<file path="config.mk">
export PLATFORM = sky130hd
export DESIGN_NAME = mvm3_stream_host
export DESIGN_NICKNAME = d
export VERILOG_FILES = /design/src/rtl/mvm3_stream_host.sv
export SDC_FILE = /design/constraint.sdc
export NUM_CORES = 1
export LEC_CHECK = 0
export CAP_MARGIN = 10
export CORE_MARGIN = 1
export CORE_UTILIZATION = 60
export DETAILED_ROUTE_END_ITERATION = 6
export PLACE_DENSITY = 0.93
export SYNTH_ARGS = -nofsm -noshare
export SYNTH_HDL_FRONTEND = slang
export SYNTH_SLANG_ARGS = --single-unit
</file>
<file path="constraint.sdc">
create_clock -name clk -period 5.5 [get_ports clk]
set_clock_uncertainty 0.05 [all_clocks]
set_input_delay 1.1 -clock clk [delete_from_list [all_inputs] [get_ports clk]]
set_output_delay 1.1 -clock clk [all_outputs]
set_load 0.01 [all_outputs]
</file>
<file path="src/rtl/mvm3_stream_host.sv">
// mvm3_stream_host: initiator/sink for the 3x3 matrix-vector accelerator stream port.
// Holds one problem (row-major matrix then vector), streams it out on start and
// collects the results and their overflow flags, with a watchdog abort.
// Optional build macro MVM_HOST_THROTTLE_EN adds LFSR-based handshake throttling.
module mvm3_stream_host #(
  parameter int unsigned M_DIM   = 3,
  parameter int unsigned IN_W    = 8,
  parameter int unsigned OUT_W   = 16,
  parameter int unsigned TIMEOUT = 1000
) (
  input  logic             clk,
  input  logic             reset,
  input  logic             cfg_wr_en,
  input  logic [3:0]       cfg_addr,
  input  logic [IN_W-1:0]  cfg_data,
  input  logic             start,
  output logic             busy,
  output logic             done,
  output logic             err,
  output logic             tx_valid,
  input  logic             tx_ready,
  output logic [IN_W-1:0]  tx_data,
  input  logic             rx_valid,
  output logic             rx_ready,
  input  logic [OUT_W-1:0] rx_data,
  input  logic             rx_overflow,
  input  logic [1:0]       res_addr,
  output logic [OUT_W-1:0] res_data,
  output logic             res_ovf,
  output logic [1:0]       ovf_count
);

  localparam int unsigned NumWords = M_DIM * M_DIM + M_DIM;
  localparam int unsigned WiW      = $clog2(NumWords);
  localparam int unsigned RiW      = $clog2(M_DIM + 1);
  localparam int unsigned WdW      = $clog2(TIMEOUT);

  localparam logic [3:0]     CfgLast  = 4'(NumWords - 1);
  localparam logic [WiW-1:0] WordLast = WiW'(NumWords - 1);
  localparam logic [RiW-1:0] ResLast  = RiW'(M_DIM - 1);
  localparam logic [WdW-1:0] WdLast   = WdW'(TIMEOUT - 1);

  typedef enum logic [1:0] {StIdle, StSend, StRecv, StFin} state_e;

  state_e                          state_q, state_d;
  logic [WiW-1:0]                  word_idx_q, word_idx_d;
  logic [RiW-1:0]                  rx_idx_q, rx_idx_d;
  logic                            tx_valid_q, tx_valid_d;
  logic [IN_W-1:0]                 tx_data_q, tx_data_d;
  logic [1:0]                      ovf_cnt_q, ovf_cnt_d;
  logic                            done_q, done_d;
  logic                            err_q, err_d;
  logic [WdW-1:0]                  wdog_q, wdog_d;
  logic [NumWords-1:0][IN_W-1:0]   buf_q;
  logic [M_DIM-1:0][OUT_W-1:0]     res_q;
  logic [M_DIM-1:0]                ovf_q;
  logic                            cfg_we;
  logic                            rx_fire;
  logic                            tx_gate;
  logic                            rx_gate;

`ifdef MVM_HOST_THROTTLE_EN
  logic [7:0] lfsr_q;

  // Free-running maximal-length LFSR (x^8+x^6+x^5+x^4+1) used as a throttle pattern.
  always_ff @(posedge clk or negedge reset) begin
    if (!reset) begin
      lfsr_q <= 8'hA5;
    end else begin
      lfsr_q <= {lfsr_q[6:0], lfsr_q[7] ^ lfsr_q[5] ^ lfsr_q[4] ^ lfsr_q[3]};
    end
  end

  assign tx_gate = lfsr_q[0];
  assign rx_gate = lfsr_q[1];
`else
  assign tx_gate = 1'b1;
  assign rx_gate = 1'b1;
`endif

  assign busy      = (state_q == StSend) || (state_q == StRecv);
  assign done      = done_q;
  assign err       = err_q;
  assign tx_valid  = tx_valid_q;
  assign tx_data   = tx_data_q;
  assign rx_ready  = (state_q == StRecv) && rx_gate;
  assign rx_fire   = rx_valid && rx_ready;
  assign ovf_count = ovf_cnt_q;
  assign cfg_we    = (state_q == StIdle) && cfg_wr_en && (cfg_addr <= CfgLast);

  // Combinational result readback; indices past the last result read as zero.
  assign res_data = (32'(res_addr) < M_DIM) ? res_q[res_addr] : '0;
  assign res_ovf  = (32'(res_addr) < M_DIM) ? ovf_q[res_addr] : 1'b0;

  // Problem buffer: deliberately not reset so a problem survives a reset pulse.
  always_ff @(posedge clk) begin
    if (cfg_we) begin
      buf_q[cfg_addr] <= cfg_data;
    end
  end

  // Result and overflow capture, one slot per accepted rx beat.
  always_ff @(posedge clk or negedge reset) begin
    if (!reset) begin
      res_q <= '0;
      ovf_q <= '0;
    end else if (rx_fire) begin
      res_q[rx_idx_q] <= rx_data;
      ovf_q[rx_idx_q] <= rx_overflow;
    end
  end

  // Control state register.
  always_ff @(posedge clk or negedge reset) begin
    if (!reset) begin
      state_q    <= StIdle;
      word_idx_q <= '0;
      rx_idx_q   <= '0;
      tx_valid_q <= 1'b0;
      tx_data_q  <= '0;
      ovf_cnt_q  <= '0;
      done_q     <= 1'b0;
      err_q      <= 1'b0;
      wdog_q     <= '0;
    end else begin
      state_q    <= state_d;
      word_idx_q <= word_idx_d;
      rx_idx_q   <= rx_idx_d;
      tx_valid_q <= tx_valid_d;
      tx_data_q  <= tx_data_d;
      ovf_cnt_q  <= ovf_cnt_d;
      done_q     <= done_d;
      err_q      <= err_d;
      wdog_q     <= wdog_d;
    end
  end

  // Next-state logic: send phase, receive phase, then watchdog override.
  always_comb begin
    state_d    = state_q;
    word_idx_d = word_idx_q;
    rx_idx_d   = rx_idx_q;
    tx_valid_d = tx_valid_q;
    tx_data_d  = tx_data_q;
    ovf_cnt_d  = ovf_cnt_q;
    done_d     = done_q;
    err_d      = err_q;
    wdog_d     = wdog_q;

    unique case (state_q)
      StIdle: begin
        if (start) begin
          state_d    = StSend;
          done_d     = 1'b0;
          err_d      = 1'b0;
          ovf_cnt_d  = '0;
          word_idx_d = '0;
          rx_idx_d   = '0;
          wdog_d     = '0;
        end
      end
      StSend: begin
        wdog_d = wdog_q + WdW'(1);
        if (!tx_valid_q) begin
          if (tx_gate) begin
            tx_valid_d = 1'b1;
            tx_data_d  = buf_q[word_idx_q];
          end
        end else if (tx_ready) begin
          if (word_idx_q == WordLast) begin
            tx_valid_d = 1'b0;
            state_d    = StRecv;
          end else begin
            word_idx_d = word_idx_q + WiW'(1);
            tx_data_d  = buf_q[word_idx_d];
            // Unthrottled: valid stays up back-to-back; throttled: may pause here.
            tx_valid_d = tx_gate;
          end
        end
      end
      StRecv: begin
        wdog_d = wdog_q + WdW'(1);
        if (rx_fire) begin
          rx_idx_d = rx_idx_q + RiW'(1);
          if (rx_overflow) begin
            ovf_cnt_d = ovf_cnt_q + 2'd1;
          end
          if (rx_idx_q == ResLast) begin
            state_d = StFin;
            done_d  = 1'b1;
          end
        end
      end
      StFin: begin
        state_d = StIdle;
      end
      default: begin
        state_d = StIdle;
      end
    endcase

    // A completing beat on the same edge wins over the watchdog.
    if (busy && (wdog_q == WdLast) && (state_d != StFin)) begin
      state_d    = StIdle;
      tx_valid_d = 1'b0;
      err_d      = 1'b1;
      done_d     = 1'b0;
    end
  end

endmodule
</file>
Word level (Yosys, flattened, before mapping)
Cells that the tools add are included.
{"block": "op_classes", "n_addsub": 4, "magnitude_cmp": 9, "eq_ne": 18, "muxes": 55, "reduce_logical": 24}
{"cell": "96-bit bitwise mux", "count": 1}
{"cell": "8-bit binary-select mux with 4-bit select", "count": 2}
{"cell": "48-bit bitwise mux", "count": 1}
{"cell": "16-bit 2-to-1 mux", "count": 3}
{"cell": "8-bit 2-to-1 mux", "count": 6}
{"cell": "16-bit binary-select mux with 2-bit select", "count": 1}
{"cell": "16-bit demux with 2-bit select", "count": 1}
{"cell": "8-bit demux with 4-bit select", "count": 1}
{"cell": "2-bit 2-to-1 mux", "count": 11}
{"cell": "10-bit case mux with 2 select lines", "count": 1}
{"cell": "4-bit 2-to-1 mux", "count": 4}
{"cell": "4-bit by 5-bit < comparator with 1-bit output, second input constant", "count": 3}
{"cell": "1-bit 2-to-1 mux", "count": 14}
{"cell": "2-bit != test, second input constant", "count": 7}
{"cell": "2-bit nonzero test", "count": 6}
{"cell": "10-bit by 1-bit adder with 10-bit output, second input constant", "count": 1}
{"cell": "10-bit equality test, second input constant", "count": 1}
{"cell": "10-bit 2-to-1 mux", "count": 1}
{"cell": "2-bit case mux with 2 select lines", "count": 2}
{"cell": "2-bit case mux with 4 select lines", "count": 1}
{"cell": "4-bit case mux with 2 select lines", "count": 1}
{"cell": "4-bit AND reduction", "count": 2}
{"cell": "1-bit logical AND", "count": 7}
{"cell": "2-bit equality test, second input constant", "count": 3}
{"cell": "23 further kinds", "count": 29}
{"block": "totals", "ff_bits": 178, "inputBits": 37, "output_inout_bits": 32, "elab_cells": 135}

Depth between registers and ports, before layout
{"block": "logic_depth", "depth_word": 9, "ltp_mapped": 9, "mapped_depth_nobuf": 7}

Least setup slack after synthesis
OpenSTA, ideal clock, no wires.
{"block": "synth_path", "path_type": "input to output", "startpoint": "in res_addr[1]", "endpoint": "out res_data[10]", "arrival_time_ps": 2009, "t_required_ps": 4350, "path_slack_ps": 2341, "cell_stages": 6, "n_path_buf": 3, "path_cell_list": "buf_2 > nor2b_1 > clkbuf_1 > buf_2 > nand2_1 > o21ai_0"}
{"block": "synth_via", "elab_chain_cells": 3, "word_cells_on_any_way": 4, "cone_classes": "order compare: 1; mux: 3"}
{"element": "start: declaration", "line_no": "27", "text": "input logic [1:0] res_addr,"}
{"element": "16-bit binary-select mux with 2-bit select", "line_no": "92", "text": "assign res_data = (32'(res_addr) < M_DIM) ? res_q[res_addr] : '0;"}
{"element": "16-bit 2-to-1 mux (implied by the code)", "line_no": "92"}
{"element": "16-bit 2-to-1 mux (*)", "line_no": "92"}
{"element": "end: declaration", "line_no": "28", "text": "output logic [OUT_W-1:0] res_data,"}
Mark *: on every way between the ends. The rest lies on a longest branch, timed or not. The select of a mux whose other input is x is not followed.

Worst setup path in the final report
{"block": "layout_path", "startpoint": "in res_addr[0]", "endpoint": "out res_data[14]"}
Same word-level chain as after synthesis.

==> impl_metrics.csv <==
group,metric,value,unit
power,intPower,0.00282,W
clock_network,clock_tree.buffer_depth,2,
global_routing,use_met3,6.51,%
yosys,syn_nets,627,
route,ant_nets,0,
route,wirelength,19200,um
sta,max_freq,0.218,GHz
sta,layout_min_cycle_time,4.58,ns
power,cellPowerDensity,422,nW/um^2
floorplan,start_util,61.8,%
route,viasPerCell,6.69,
sta,setup_tns,0,ns
sta,slew_violations,0,
global_routing,grt_util_met1,34.3,%
floorplan,io_pins,69,
worst_setup_path,critical_path_required,4.35,ns
sta,hold_viol,0,
global_routing,grt_pass1_wl,30100,um
floorplan,die_x,122,um
clock_network,cts-htree-levels,4,
cells_and_area,syn_to_final_growth,15.6,%
cells_and_area,mostFrequentLayoutCells,"edfxtp_1, dfrtp_1, clkdlybuf4s50_1, mux2_2, nand2_1",
power,ir_worst_vdd,313,uV
floorplan,row_count,43,
clock_network,postCtsSetupRepairBufs,0,
global_routing,grt_util_met2,45.1,%
worst_setup_path,start_kind,"input pin",
global_routing,grt_max_degree,83,
yosys,synth_area_leaders,"edfxtp_1, dfrtp_1, mux2_2",
route,num_vias,5618,
cells_and_area,drive_gt1_share,23.5,%
sta,worst_slew_pin_slew,1.11,ns
worst_setup_path,critPathArrivalTime,3.43,ns
yosys,synth_top_area_share,33.5,%
worst_setup_path,critPathCaptureType,"primary output",
job,max_cap_violations,0,
power,seq_power_share,39.6,%
yosys,yosysWarnings,0,
yosys,synth_cell_types,65,
clock_network,clkLatencyLatePin,0.44,ns
sta,layout_worst_path_cycle_share,83.4,%
route,drt_first_pass_iters,5,
sta,rsz0062_at_grt,"false",
global_routing,overflow,0,
clock_network,clkTransAtPathRegs,0.07,ns
floorplan,dieArea,14800,um^2
route,drtIter0Drc,608,
yosys,yosysSeqAreaShare,57.3,%
clock_network,cts_tree,"yes",
worst_hold_path,min-delay-path-class,"flop to flop",
yosys,yosys.area.top_type,"edfxtp_1",
run_status,status,"finished, final reports clean",
clock_network,cts_buffers,17,
yosys,syn_area_per_cell,14.8,um^2
worst_setup_path,critPathKind,"input pin to primary output",
clock_network,cts_hold_buffers,0,
yosys,synth-seq-cells,178,
placed_design,gp_congestion,0.811,
sta,setup_viol,0,
yosys,synth_cells,582,
cells_and_area,antenna_cells,0,
yosys,ys_dominant_reg_cell,"edfxtp_1",
floorplan,fp.dieH,122,um
global_routing,antenna_found_initial,0,
yosys,syn-cell-area,8610,um^2
worst_setup_path,reg2reg_slack,2.30,ns
power,p_sw_share,32.8,%
placed_design,preCtsSetupSlack,1.03,ns
global_routing,grt-busiest-layer,"met2",
sta,timing.final.ws_setup,0.915,ns
power,p_leak,3.83,nW
cells_and_area,layout_commonest_cell,"edfxtp_1",
yosys,synth_edf_count,96,
global_routing,grt.total_usage,27.6,%
placed_design,place_inst,808,
clock_network,cts_root_buf,"clkbuf_16",
sta,whs,0.434,ns
placed_design,dp.final_hpwl,12400,um
power,p_comb_share,31.6,%
placed_design,portBuffers,68,
yosys,synthArstFlopShare,46.1,%
sta,relSlewSlack,25.7,%
power,switchingPower,0.00138,W
route,drc_errors,0,
floorplan,coreArea,13900,um^2
cells_and_area,nNetsFinal,692,
worst_setup_path,critPathMaxFanout,18,
global_routing,first_global_vias,5730,
clock_network,ctsResizeCount,0,
cells_and_area,final_util,71.4,%
route,wl_per_cell,22.8,um
cells_and_area,fin_cells,840,
power,p_clk_share,28.7,%
clock_network,clock_sinks,178,
## flip-flops by register name (all words and copies together) (netlist names), 2 cells and up
signal      flops
buf_q          96
res_q          48
wdog_q         10
tx_data         8
word_idx_q      4
ovf_q           3
ovf_count       2
rx_idx_q        2
state_q         2
## final timing paths
check | from | end | depth (start not counted)
max | res_addr[0] | res_data[14] | 6
min | err | err | 1
max reg2reg | word_idx_q[1] | tx_data[7] | 5
min reg2reg | err | err | 1
max in group asynchronous | reset | word_idx_q[0] | 1
min in group asynchronous | reset | res_q[16] | 1
## power groups by stage
stage	Combinational [W]	Clock (W)	Sequential [W]
after floorplan	0.00105	0	0.00163
after global placement	0.00124	0	0.00167
after detailed placement	0.00130	0	0.00168
after CTS	0.00132	0.00121	0.00166
after global routing	0.00142	0.00127	0.00167
final	0.00133	0.00121	0.00166
## cell families after synthesis
| kind of cell | synth area share [%] |
|---|---|
| AOI/OAI and AO/OA | 7.79 |
| xor gates and xnor gates | 0.610 |
| adders and majority gates | 1.16 |
| buffers and inverters | 3.04 |
| DFF | 57.3 |
| muxes | 22.5 |
| and+or+nand+nor | 7.54 |
## worst max-delay path, cell delays in order
cell,delay (ns)
clkdlybuf4s50_1,0.84
nor2b_1,0.42
buf_4,0.27
nand2_1,0.08
o21ai_0,0.12
clkdlybuf4s50_1,0.59
## cell usage after synthesis, types with 3 or more instances
library cell	instances
a21oi_1	8
a221oi_1	7
a22o_1	8
a22oi_1	8
a31oi_1	9
buf_2	14
buf_4	4
buf_6	5
dfrtp_1	82
edfxtp_1	96
ha_1	8
inv_1	8
mux2_2	58
mux2_4	8
mux2i_1	18
mux4_1	14
mux4_2	26
nand2_1	50
nand2b_1	8
nand3_1	17
nand4_1	4
nor2_1	18
nor2b_1	3
nor3_1	4
nor4_1	3
o21ai_0	37
o21ai_1	7
xnor2_1	3
xor2_1	3
## per-stage QoR
stage | total power, W | instance area (um^2)
final | 0.00420 | 9950
after global routing | 0.00437 | 9950
after CTS | 0.00419 | 9950
after detailed placement | 0.00299 | 9360
after global placement | 0.00290 | 9360
after floorplan | 0.00268 | 8610
## final cells by class
cell class,count,area (um^2)
Clock buffer,17,425
Tap cell,180,225
Clock inverter,15,168
Timing Repair Buffer,77,746
Multi-Input combinational cell,365,3420
Fill cell,800,3990
Inverter,8,30.0
Sequential cell,178,4940
## layer usage
| layer | share of wire (%) | vias to the layer above |
|---|---|---|
| li1 | - | 2397 |
| met1 | 37 | 2789 |
| met2 | 50 | 346 |
| met3 | 9.1 | 86 |
| met4 | 3.7 | 0 |
| met5 | 0 | - |
(Power assumes the default switching activity.)
